$ cat src/rtl/centroid_calc.sv
// rtl/centroid_calc.sv - foreground centroid of a video frame via serial restoring division
module centroid_calc #(
  parameter int IMG_W = 64,
  parameter int IMG_H = 64
) (
  input  logic        clk,
  input  logic        rst_n,
  input  logic        de,
  input  logic        hsync,
  input  logic        vsync,
  input  logic        mask,
  output logic [10:0] x_center,
  output logic [10:0] y_center,
  output logic        centroid_valid,
  output logic        busy
);

  typedef enum logic [1:0] {IDLE, DIV, DONE} state_t;

  state_t      state, state_next;
  logic        vsync_q, de_q, vsync_rise;
  logic [10:0] x_cnt, y_cnt;
  logic [31:0] sum_x, sum_y;
  logic [21:0] cnt;
  logic [31:0] qx, qy, qx_next, qy_next;
  logic [21:0] rx, ry, rx_next, ry_next, divisor;
  logic [22:0] trial_x, trial_y, diff_x, diff_y;
  logic        ge_x, ge_y;
  logic [4:0]  iter;
  logic        load_out;
  logic        unused_ok;

  // hsync and the frame-size parameters do not affect the datapath
  assign unused_ok = &{1'b0, hsync, diff_x[22], diff_y[22], IMG_W[0], IMG_H[0]};

  assign vsync_rise = vsync & ~vsync_q;
  assign busy       = (state != IDLE);
  assign load_out   = (state == DIV) && (state_next == DONE);

  // Delayed copies of vsync and de for edge detection
  always_ff @(posedge clk or negedge rst_n) begin
    if (!rst_n) begin
      vsync_q <= 1'b0;
      de_q    <= 1'b0;
    end else begin
      vsync_q <= vsync;
      de_q    <= de;
    end
  end

  // Pixel column and line counters
  always_ff @(posedge clk or negedge rst_n) begin
    if (!rst_n) begin
      x_cnt <= '0;
      y_cnt <= '0;
    end else begin
      x_cnt <= de ? x_cnt + 11'd1 : 11'd0;
      if (vsync_rise)
        y_cnt <= '0;
      else if (de_q && !de)
        y_cnt <= y_cnt + 11'd1;
    end
  end

  // Foreground accumulators; the frame boundary clears them and drops the coincident pixel
  always_ff @(posedge clk or negedge rst_n) begin
    if (!rst_n) begin
      sum_x <= '0;
      sum_y <= '0;
      cnt   <= '0;
    end else if (vsync_rise) begin
      sum_x <= '0;
      sum_y <= '0;
      cnt   <= '0;
    end else if (de && mask) begin
      sum_x <= sum_x + {21'd0, x_cnt};
      sum_y <= sum_y + {21'd0, y_cnt};
      cnt   <= cnt + 22'd1;
    end
  end

  // One restoring-division step for each axis: shift in next dividend bit, subtract if it fits
  always_comb begin
    trial_x = {rx, qx[31]};
    trial_y = {ry, qy[31]};
    diff_x  = trial_x - {1'b0, divisor};
    diff_y  = trial_y - {1'b0, divisor};
    ge_x    = (trial_x >= {1'b0, divisor});
    ge_y    = (trial_y >= {1'b0, divisor});
    rx_next = ge_x ? diff_x[21:0] : trial_x[21:0];
    ry_next = ge_y ? diff_y[21:0] : trial_y[21:0];
    qx_next = {qx[30:0], ge_x};
    qy_next = {qy[30:0], ge_y};
  end

  // Divider registers: snapshot at the frame boundary, iterate while in DIV
  always_ff @(posedge clk or negedge rst_n) begin
    if (!rst_n) begin
      qx      <= '0;
      qy      <= '0;
      rx      <= '0;
      ry      <= '0;
      divisor <= '0;
      iter    <= '0;
    end else if (vsync_rise) begin
      qx      <= sum_x;
      qy      <= sum_y;
      rx      <= '0;
      ry      <= '0;
      divisor <= cnt;
      iter    <= '0;
    end else if (state == DIV) begin
      qx   <= qx_next;
      qy   <= qy_next;
      rx   <= rx_next;
      ry   <= ry_next;
      iter <= iter + 5'd1;
    end
  end

  // FSM state register
  always_ff @(posedge clk or negedge rst_n) begin
    if (!rst_n)
      state <= IDLE;
    else
      state <= state_next;
  end

  // FSM next state; a frame boundary overrides whatever division is in flight
  always_comb begin
    state_next = state;
    case (state)
      IDLE:    state_next = IDLE;
      DIV:     if (iter == 5'd31) state_next = DONE;
      DONE:    state_next = IDLE;
      default: state_next = IDLE;
    endcase
    if (vsync_rise)
      state_next = (cnt != '0) ? DIV : IDLE;
  end

  // Result registers, loaded with the final quotient bit as the FSM enters DONE
  always_ff @(posedge clk or negedge rst_n) begin
    if (!rst_n) begin
      x_center       <= '0;
      y_center       <= '0;
      centroid_valid <= 1'b0;
    end else begin
      centroid_valid <= load_out;
      if (load_out) begin
        x_center <= qx_next[10:0];
        y_center <= qy_next[10:0];
      end
    end
  end

endmodule

$ cat config.mk
export PLATFORM = sky130hd
export DESIGN_NAME = centroid_calc
export DESIGN_NICKNAME = d
export VERILOG_FILES = /design/src/rtl/centroid_calc.sv
export SDC_FILE = /design/constraint.sdc
export NUM_CORES = 1
export LEC_CHECK = 0
export CORE_MARGIN = 2
export CORE_UTILIZATION = 60
export CTS_BUF_LIST = sky130_fd_sc_hd__clkbuf_4
export DETAILED_ROUTE_END_ITERATION = 6
export PLACE_DENSITY = 0.77
export SLEW_MARGIN = 20
export SYNTH_ARGS = -nofsm -noshare
export SYNTH_HDL_FRONTEND = slang
export SYNTH_SLANG_ARGS = --single-unit
$ cat constraint.sdc
create_clock -name clk -period 8.5 [get_ports clk]
set_input_delay 2.55 -clock clk [delete_from_list [all_inputs] [get_ports clk]]
set_output_delay 2.55 -clock clk [all_outputs]
set_load 0.02 [all_outputs]
======== Word-level counts from Yosys, hierarchy flattened ========
Index checks and enable logic that the tools add are counted.
word-level totals
  logic and storage cells ................. 66
  output and inout port bits .............. 24
  bits in registers ....................... 270
cells by class
  $lt $le $gt $ge ......................... 2
  bitwise operators ....................... 2
  $add $sub $neg .......................... 8
  muxes and demuxes ....................... 25
  reductions and logical operators ........ 9
  eq/ne operators ......................... 3
operators with widths
  kind                                            count
  2-to-1 mux 32 bit                               8
  2-to-1 mux 22 bit                               8
  adder 32 x 11 -> 32 bit                         2
  greater-or-equal comparator 23 x 22 -> 1 bit    2
  subtractor 22 bit                               2
  2-to-1 mux 11 bit                               3
  adder 11 x 1 -> 11 bit (second input constant)  2
  adder 22 x 1 -> 22 bit (second input constant)  1
  nonzero test 22 bit                             1
  2-to-1 mux 5 bit                                2
  nonzero test 2 bit                              4
  2-to-1 mux 2 bit                                3
  adder 5 x 1 -> 5 bit (second input constant)    1
  == test 5 bit (second input constant)           1
  logical AND 1 bit                               3
  == test 2 x 1 -> 1 bit (second input constant)  1
  == test 2 bit (second input constant)           1
  bitwise AND 1 bit                               1
  zero test 1 bit                                 1
  2-to-1 mux 1 bit                                1
  NOT 1 bit                                       1

======== Longest topological paths before layout ========
Gate-level depths: netlist (run 1).
  depth after elaboration ................. 6
  depth in mapped cells ................... 14

======== Least setup slack after synthesis (run 1) ========
No wires, ideal clock.
  path type ............................... input -> register
  from .................................... in vsync
  to ...................................... reg sum_y[23]
  arrival ................................. 3.910 ns
  cell stages on the path ................. 8
  required time ........................... 8.360 ns
  slack ................................... 4.451 ns
  setup time .............................. 0.140 ns
  buffers on the path ..................... 1
  cells stage by stage .................... nand2b_1 nand2_1 and3_1 nand3_1 o21a_1 clkbuf_1 o311ai_0 o41ai_1
between the ends
  longest elaborated chain between the ends .. 2
RTL lines
  item                                                     line  RTL
  start, declared                                          10    input logic vsync,
  bitwise AND 1 bit (*)                                    36    assign vsync_rise = vsync & ~vsync_q;
  2-to-1 mux 32 bit or nonzero test 2 bit (tied branches)  n/a
  end signal, assigned                                     77    sum_y <= sum_y + {21'd0, y_cnt};
  end, declared                                            23    logic [31:0] sum_x, sum_y;
Mark *: on every way between the ends. The rest lies on a longest branch, timed or not.
A chain may end at the register's enable or synchronous reset.

======== Worst setup path in the final report (run 1) ========
  from .................................... in de
  to ...................................... reg sum_x[24]
between the ends
  longest elaborated chain between the ends .. 2
RTL lines
  item                          line  RTL
  start, declared               8     input logic de,
  logical AND 1 bit             75    end else if (de && mask) begin
  nonzero test 2 bit (no line)  n/a
  end signal, assigned          76    sum_x <= sum_x + {21'd0, x_cnt};
  end, declared                 23
No other way between the ends.

==> summary.md, run 1 <==
| Metric | Value |
|---|---|
| Period utilization | `57.6%` |
| Final design utilization | `67.4%` |
| Asr flop ratio synth | `100%` |
| Cts bufs inserted | `74` |
| Io pins | `30` |
| Post-Route WL | `34.2 mm` |
| Die W | `162 µm` |
| Worst Hold Slack | `507 ps` |
| Vias | `12300` |
| Ys Warns | `0` |
| GP Congestion | `0.885` |
| Non-Filler Instances | `2084` |
| Port Buffers | `28` |
| PD cells | `284 nW/µm²` |
| Minimum clock period | `4890 ps` |
| Drt first pass iters | `5` |
| Hold buffers post-CTS | `0` |
| Row cnt | `57` |
| Via density | `5.90` |
| Synth top area share | `44.8%` |
| Clock Pin Slew Worst Setup and Hold Paths | `60 ps` |
| DR iter-0 viols | `839` |
| Final hold viol count | `0` |
| Final TNS setup | `0 ps` |
| Maximum vdd drop | `0.000273 V` |
| Final global-route overflow total | `0` |
| Syn-to-layout area delta | `9.48%` |
| Drt wl/cell | `16.4 µm` |
| Multi-input gate area | `7810 µm²` |
| MaxCap Viol Count | `0` |
| Setup Fix Bufs, Post-CTS | `0` |
| Antenna violations before repair | `1` |
| Worst hold path depth | `1` |
| Syn Inst Count | `1673` |
| Starting Density | `61.6%` |
| Cell count of the worst reg-to-reg path | `12` |
| Vias in the first global route | `12100` |
| CP Launch Type | `input port` |
| LEAKAGE | `7.57 nW` |
| Net count, final | `1791` |
| Syn Area/Cell | `9.01 µm²` |
| Clk buf depth | `3` |
| Largest net degree at the start of global routing | `177` |
| Reg area | `6760 µm²` |
| Share of the yosys chip area belonging to registers | `44.8%` |
| Max Clock Freq | `204 MHz` |
| Synth area leaders | `dfrtp_1 (45%), nand2_1 (6.1%), ha_1 (6.0%)` |
| TritonCTS Sinks | `270` |
| Post-DP HPWL | `21.9 mm` |
| Core region area | `24500 µm²` |
| Die Ht | `162 µm` |
| First-pass GRT wire length | `58.0 mm` |
| Post-Place Cells | `1957` |
| DR DRC count | `0` |
| Worst slew pin tran | `1070 ps` |
| WP data arrival | `5420 ps` |
| Outcome | `complete, no violations` |
| Worst-path fanout max | `29` |
| Final Total Pwr | `0.00469 W` |
| Mapped cell area | `15100 µm²` |
| Final clock skew | `58.7 ps` |
| Slew HR | `28.5%` |
| Htree depth | `3` |
| Share of cells above drive strength 1 | `9.32%` |
| Critical Path RT | `9030 ps` |
| Final setup viols | `0` |
| Cell taking the most area after synthesis | `dfrtp_1` |
| Synth unique cells | `64` |
| Ys flop type | `dfrtp_1` |
| Critical Path Sink Type | `flip-flop` |
| Root cell of the clock tree | `clkbuf_4` |
| Most frequent cell after synthesis | `dfrtp_1` |
| Register bit total from synthesis | `270` |
| Synth cell count leaders | `dfrtp_1 (270), nand2_1 (243), nor2_1 (184)` |
| RSZ-0062 raised after global routing | `false` |
| Post-synth EDFFs | `0` |
| Min-Delay Path Class | `flip-flop to flip-flop` |
| Crit Path Category | `input port to flip-flop` |
| CTS tree | `yes` |
| Die area | `26400 µm²` |
| GRT Total Usage | `26.8%` |
| ANT nets after route | `0` |
| Fin. max-slew vios | `0` |
| Clk Latency, worst-skew pair | `700 ps` |
| Layout filler cell count | `1943` |
| Post-CTS Resized | `0` |
| Net Count, Synth | `1755` |
-- critical path, cell delays in order --
cell	delay, ps
clkdlybuf4s50_1	710
nand2_1	90
buf_4	260
nand2_1	260
nand4_1	470
nor2_1	240
o211ai_1	340
a21oi_1	290
xnor2_1	150
nor2_1	60
-- path summary, 6_finish.rpt --
check	start	end	slack (ps)
hold reg to reg	x_cnt[0]$_DFF_PN0_	x_cnt[0]$_DFF_PN0_	510
setup / recovery	de	sum_x[24]$_DFFE_PN0P_	3610
hold / removal	x_cnt[0]$_DFF_PN0_	x_cnt[0]$_DFF_PN0_	510
min in group asynchronous	rst_n	ry[11]$_DFFE_PN0P_	1870
max in group asynchronous	rst_n	qx[20]$_DFFE_PN0P_	5170
setup reg to reg	divisor[0]$_DFFE_PN0P_	rx[20]$_DFFE_PN0P_	4760
-- final cells by class --
class                   instances  share of cell area, %
well taps                     324                   2.46
clock buffers                 101                   4.60
multi-input cells            1261                   47.3
clock inverters                25                  0.857
diodes                          1                 0.0152
flip-flops and latches        270                   41.0
repair buffers                 41                   2.40
inverters                      61                   1.39
-- through the flow --
step | cell area, µm² | worst slack [ps]
after floorplan | 15100 | 4450
after global placement | 15600 | 3040
after detailed placement | 15600 | 2940
after CTS | 16500 | 3650
after global routing | 16500 | 3340
final | 16500 | 3610
-- power breakdown --
part	switching [W]	leakage (nW)	internal, W
sequential	0.000168	3.58	0.00149
combinational	0.00109	3.46	0.000799
clock	0.000560	0.528	0.000583
-- per-layer routing --
metal	track usage, %	routed length (µm)	vias to the layer above
met4	10.5	993	0
met2	42.9	15800	331
met5	0	0	-
met1	36.9	15700	5902
li1	-	-	5982
met3	4.56	1740	72
-- registers in the layout, indices dropped and copies added, names as in the netlist --
register	flops
y_cnt	11
sum_y	32
centroid_valid	1
state	2
qx	32
ry	22
vsync_q	1
rx	22
iter	5
x_cnt	11
x_center	11
qy	32
sum_x	32
y_center	11
divisor	22
de_q	1
cnt	22
-- cells by family (layout without fill, tap and decap cells) --
| logic type | after synthesis | in the layout | share of synthesized area (%) |
|---|---|---|---|
| flip-flops | 270 | 270 | 44.8 |
| buffers and inverters | 142 | 228 | 3.63 |
| AND/OR/NAND/NOR | 634 | 634 | 19.1 |
| XOR/XNOR | 103 | 103 | 5.99 |
| AO/OA/AOI/OAI | 394 | 394 | 16.2 |
| other | 0 | 1 | 0 |
| adder cells (fa/ha/maj) | 76 | 76 | 6.51 |
| multiplexers | 54 | 54 | 3.76 |
-- cell usage in the layout (no fill, tap or decap), types with 5 or more instances in the layout --
cell	count
a21o_1	20
clkbuf_4	101
clkinv_1	16
a21oi_1	108
or3_1	21
o21ai_0	97
nor3b_1	9
o21bai_1	5
nor4_1	5
and3_1	25
a32oi_1	6
inv_1	61
nand4_1	15
mux2_2	21
or4_1	7
xnor2_1	62
mux2i_1	33
and2_1	15
clkdlybuf4s50_1	27
a211oi_1	19
ha_1	72
a31o_2	5
nand3_1	45
a21boi_0	6
o31ai_1	7
o211ai_1	11
buf_4	12
nor2_1	184
xor2_1	41
nor2b_1	12
o21a_1	8
dfrtp_1	270
nor3_1	21
a31oi_1	68
nand2b_1	11
nand2_1	243
(Power assumes the default switching activity.)
==> run 2, diff against run 1 <==
--- a/config.mk
+++ b/config.mk
@@ -6,10 +6,10 @@
 export NUM_CORES = 1
 export LEC_CHECK = 0
 export CORE_MARGIN = 2
-export CORE_UTILIZATION = 60
+export CORE_UTILIZATION = 59
 export CTS_BUF_LIST = sky130_fd_sc_hd__clkbuf_4
 export DETAILED_ROUTE_END_ITERATION = 6
-export PLACE_DENSITY = 0.77
+export PLACE_DENSITY = 0.79
 export SLEW_MARGIN = 20
 export SYNTH_ARGS = -nofsm -noshare
 export SYNTH_HDL_FRONTEND = slang
==> constraint.sdc (replaced) <==
create_clock -name clk -period 4.5 [get_ports clk]
set_input_delay 1.35 -clock clk [delete_from_list [all_inputs] [get_ports clk]]
set_output_delay 1.35 -clock clk [all_outputs]
set_load 0.02 [all_outputs]
==> run 2 against run 1 <==
Compared with the run above:
- critical path depth up 2
- utilization shrank 1.2 points
- highest routed layer is now met5
- cell count increased by 0.58%
- sequential share of layout area shrank 0.33 points
- global-route usage is essentially flat
- count of clock-buffer cells in the layout rose by 5
- sequential cell count unchanged
- sequential power increased by 89%
- via count grew 1.9%
- clock power is 98% higher
- die area grew 1.7%
- final area rose by 0.80%
==> summary.md, run 2 (synthesis gave the netlist of run 1 again) <==
| Metric | Value |
|---|---|
| Outcome | `complete, no violations` |
| R2R Setup Slk | `780 ps (-3980 ps)` |
| Port Buffers | `28 (unchanged)` |
| Vias in the first global route | `12200 (+0.97%)` |
| Fin. max-slew vios | `0 (unchanged)` |
| Syn-to-layout area delta | `10.4%` |
| Critical Path RT | `5030 ps (-4000 ps)` |
| Post-Place Cells | `1972 (+0.77%)` |
| Maximum vdd drop | `0.000335 V (+23%)` |
| MaxCap Viol Count | `0 (unchanged)` |
| Via density | `5.97 (+1.3%)` |
| Io pins | `30 (unchanged)` |
| Clock Pin Slew Worst Setup and Hold Paths | `60 ps (about the same)` |
| TritonCTS Sinks | `270 (unchanged)` |
| Met1 Use GR | `35.8% (-1.1 points)` |
| First-pass GRT wire length | `58.7 mm (+1.2%)` |
| Vias | `12500 (+1.9%)` |
| Die Ht | `164 µm (+0.82%)` |
| Period utilization | `82.6%` |
| Hold buffers post-CTS | `0 (unchanged)` |
| Post-DP HPWL | `23.0 mm (+5.0%)` |
| Crit-path leading delay family | `compound AO/OA/AOI/OAI gates` |
| LEAKAGE | `7.65 nW (+0.99%)` |
| Met2 Use GR | `42.7% (-0.18 points)` |
| Final hold viol count | `0 (unchanged)` |
| Min-Delay Path Class | `flip-flop to flip-flop` |
| PD cells | `542 nW/µm² (+91%)` |
| Die area | `26800 µm² (+1.7%)` |
| Root cell of the clock tree | `clkbuf_4` |
| Global Route met3 Usage | `6.06% (+1.5 points)` |
| RSZ-0062 raised after global routing | `false` |
| Non-Filler Instances | `2096 (+0.58%)` |
| Setup Fix Bufs, Post-CTS | `0 (unchanged)` |
| Clk Latency, worst-skew pair | `690 ps (about the same)` |
| Max Clock Freq | `269 MHz` |
| CP Launch Type | `flip-flop` |
| Final clock skew | `44.3 ps (-14.4 ps)` |
| Slew HR | `34.1% (+5.6 points)` |
| CP peak stage delay | `600 ps (-110 ps)` |
| Clk buf depth | `3 (unchanged)` |
| Die W | `164 µm (+0.82%)` |
| Antenna violations before repair | `2 (+1)` |
| Crit path max-delay cell type | `a221oi_1` |
| Starting Density | `60.0% (-1.6 points)` |
| DR DRC count | `0 (unchanged)` |
| Worst-path fanout max | `4 (-86%)` |
| Most frequent cells in the layout | `dfrtp_1 (270), nand2_1 (243), nor2_1 (184)` |
| Net count, final | `1800 (+0.50%)` |
| Critical Path, Cell by Cell | `ha_1 -> inv_1 -> fa_1 -> a21o_1 -> a21o_1 -> a221oi_1 -> o21ai_0 -> nor4b_1 -> o31ai_1 -> a21oi_1 -> xor2_1 -> o21ai_0` |
| Core region area | `25100 µm² (+2.6%)` |
| Worst Hold Slack | `503 ps (-3.40 ps)` |
| Post-CTS Resized | `0 (unchanged)` |
| Final setup viols | `0 (unchanged)` |
| Worst slew pin tran | `988 ps (-84.0 ps)` |
| Htree depth | `3 (unchanged)` |
| Share of cells above drive strength 1 | `9.97% (+0.65 points)` |
| Drt wl/cell | `16.7 µm (+1.5%)` |
| CTS tree | `yes` |
| Crit Path Category | `flip-flop to flip-flop` |
| GRT busiest layer | `met2` |
| Drt first pass iters | `7 (+2)` |
| Cts bufs inserted | `74 (unchanged)` |
| Critical Path Sink Type | `flip-flop` |
| Final global-route overflow total | `0 (unchanged)` |
| WP data arrival | `4240 ps (-1180 ps)` |
| GRT Total Usage | `26.9% (+0.035 points)` |
| Row cnt | `58 (+1.8%)` |
| Most common cell after layout, fill and taps aside | `dfrtp_1` |
| Largest net degree at the start of global routing | `96 (-46%)` |
| Bufs and invs on worst path | `1 (-1)` |
| Post-Route WL | `34.9 mm (+2.0%)` |
| Minimum clock period | `3720 ps` |
| Final TNS setup | `0 ps (unchanged)` |
| Final Total Pwr | `0.00901 W (+92%)` |
| DR iter-0 viols | `869 (+3.6%)` |
| ANT nets after route | `0 (unchanged)` |
| GP Congestion | `0.908 (+2.7%)` |
| Final design utilization | `66.2% (-1.2 points)` |
-- run 2: cell types whose count changed in the layout (fill, tap and decap cells not counted), moves of 2 or more --
cell       delta
buf_4         +7
clkinv_1      -6
clkbuf_4      +5
buf_12        +2
bufinv_16     +2
clkinv_2      -2
clkinv_4      -2
-- run 2: per-stage QoR --
| stage | area, µm² | setup WS (ps) |
|---|---|---|
| global placement | 15700 | 617 |
| finish | 16600 | 782 |
| global route | 16600 | 566 |
| CTS | 16600 | 841 |
| floorplan | 15100 | 1470 |
| detailed placement | 15700 | 582 |
-- run 2: report_power, final --
part	switching (W)	total, W	internal [W]
registers	0.000312	0.00313	0.00282
logic	0.00209	0.00362	0.00153
clock network	0.00101	0.00226	0.00125
-- run 2: layout make-up --
type | instances | area, µm²
Antenna cell | 1 | 2.50
Clock buffer | 106 | 796
Clock inverter | 17 | 148
Fill cell | 2054 | 8480
Inverter | 61 | 229
Multi-Input combinational cell | 1261 | 7800
Sequential cell | 270 | 6760
Tap cell | 330 | 413
Timing Repair Buffer | 50 | 488
-- run 2: final timing paths --
check / depth (start not counted) / from / endpoint
min in group asynchronous: 1 / rst_n / ry[10]$_DFFE_PN0P_
max in group asynchronous: 2 / rst_n / sum_x[3]$_DFFE_PN0P_
worst max-delay path: 12 / divisor[0]$_DFFE_PN0P_ / rx[20]$_DFFE_PN0P_
worst min register to register: 1 / x_center[4]$_DFFE_PN0P_ / x_center[4]$_DFFE_PN0P_
worst max register to register: 12 / divisor[0]$_DFFE_PN0P_ / rx[20]$_DFFE_PN0P_
worst min-delay path: 1 / x_center[4]$_DFFE_PN0P_ / x_center[4]$_DFFE_PN0P_
-- run 2: per-layer routing --
metal,wire length [µm],part of all wire (%)
met5,11,0.032
met2,16200,46
met1,15700,45
met4,1090,3.1
met3,1840,5.3
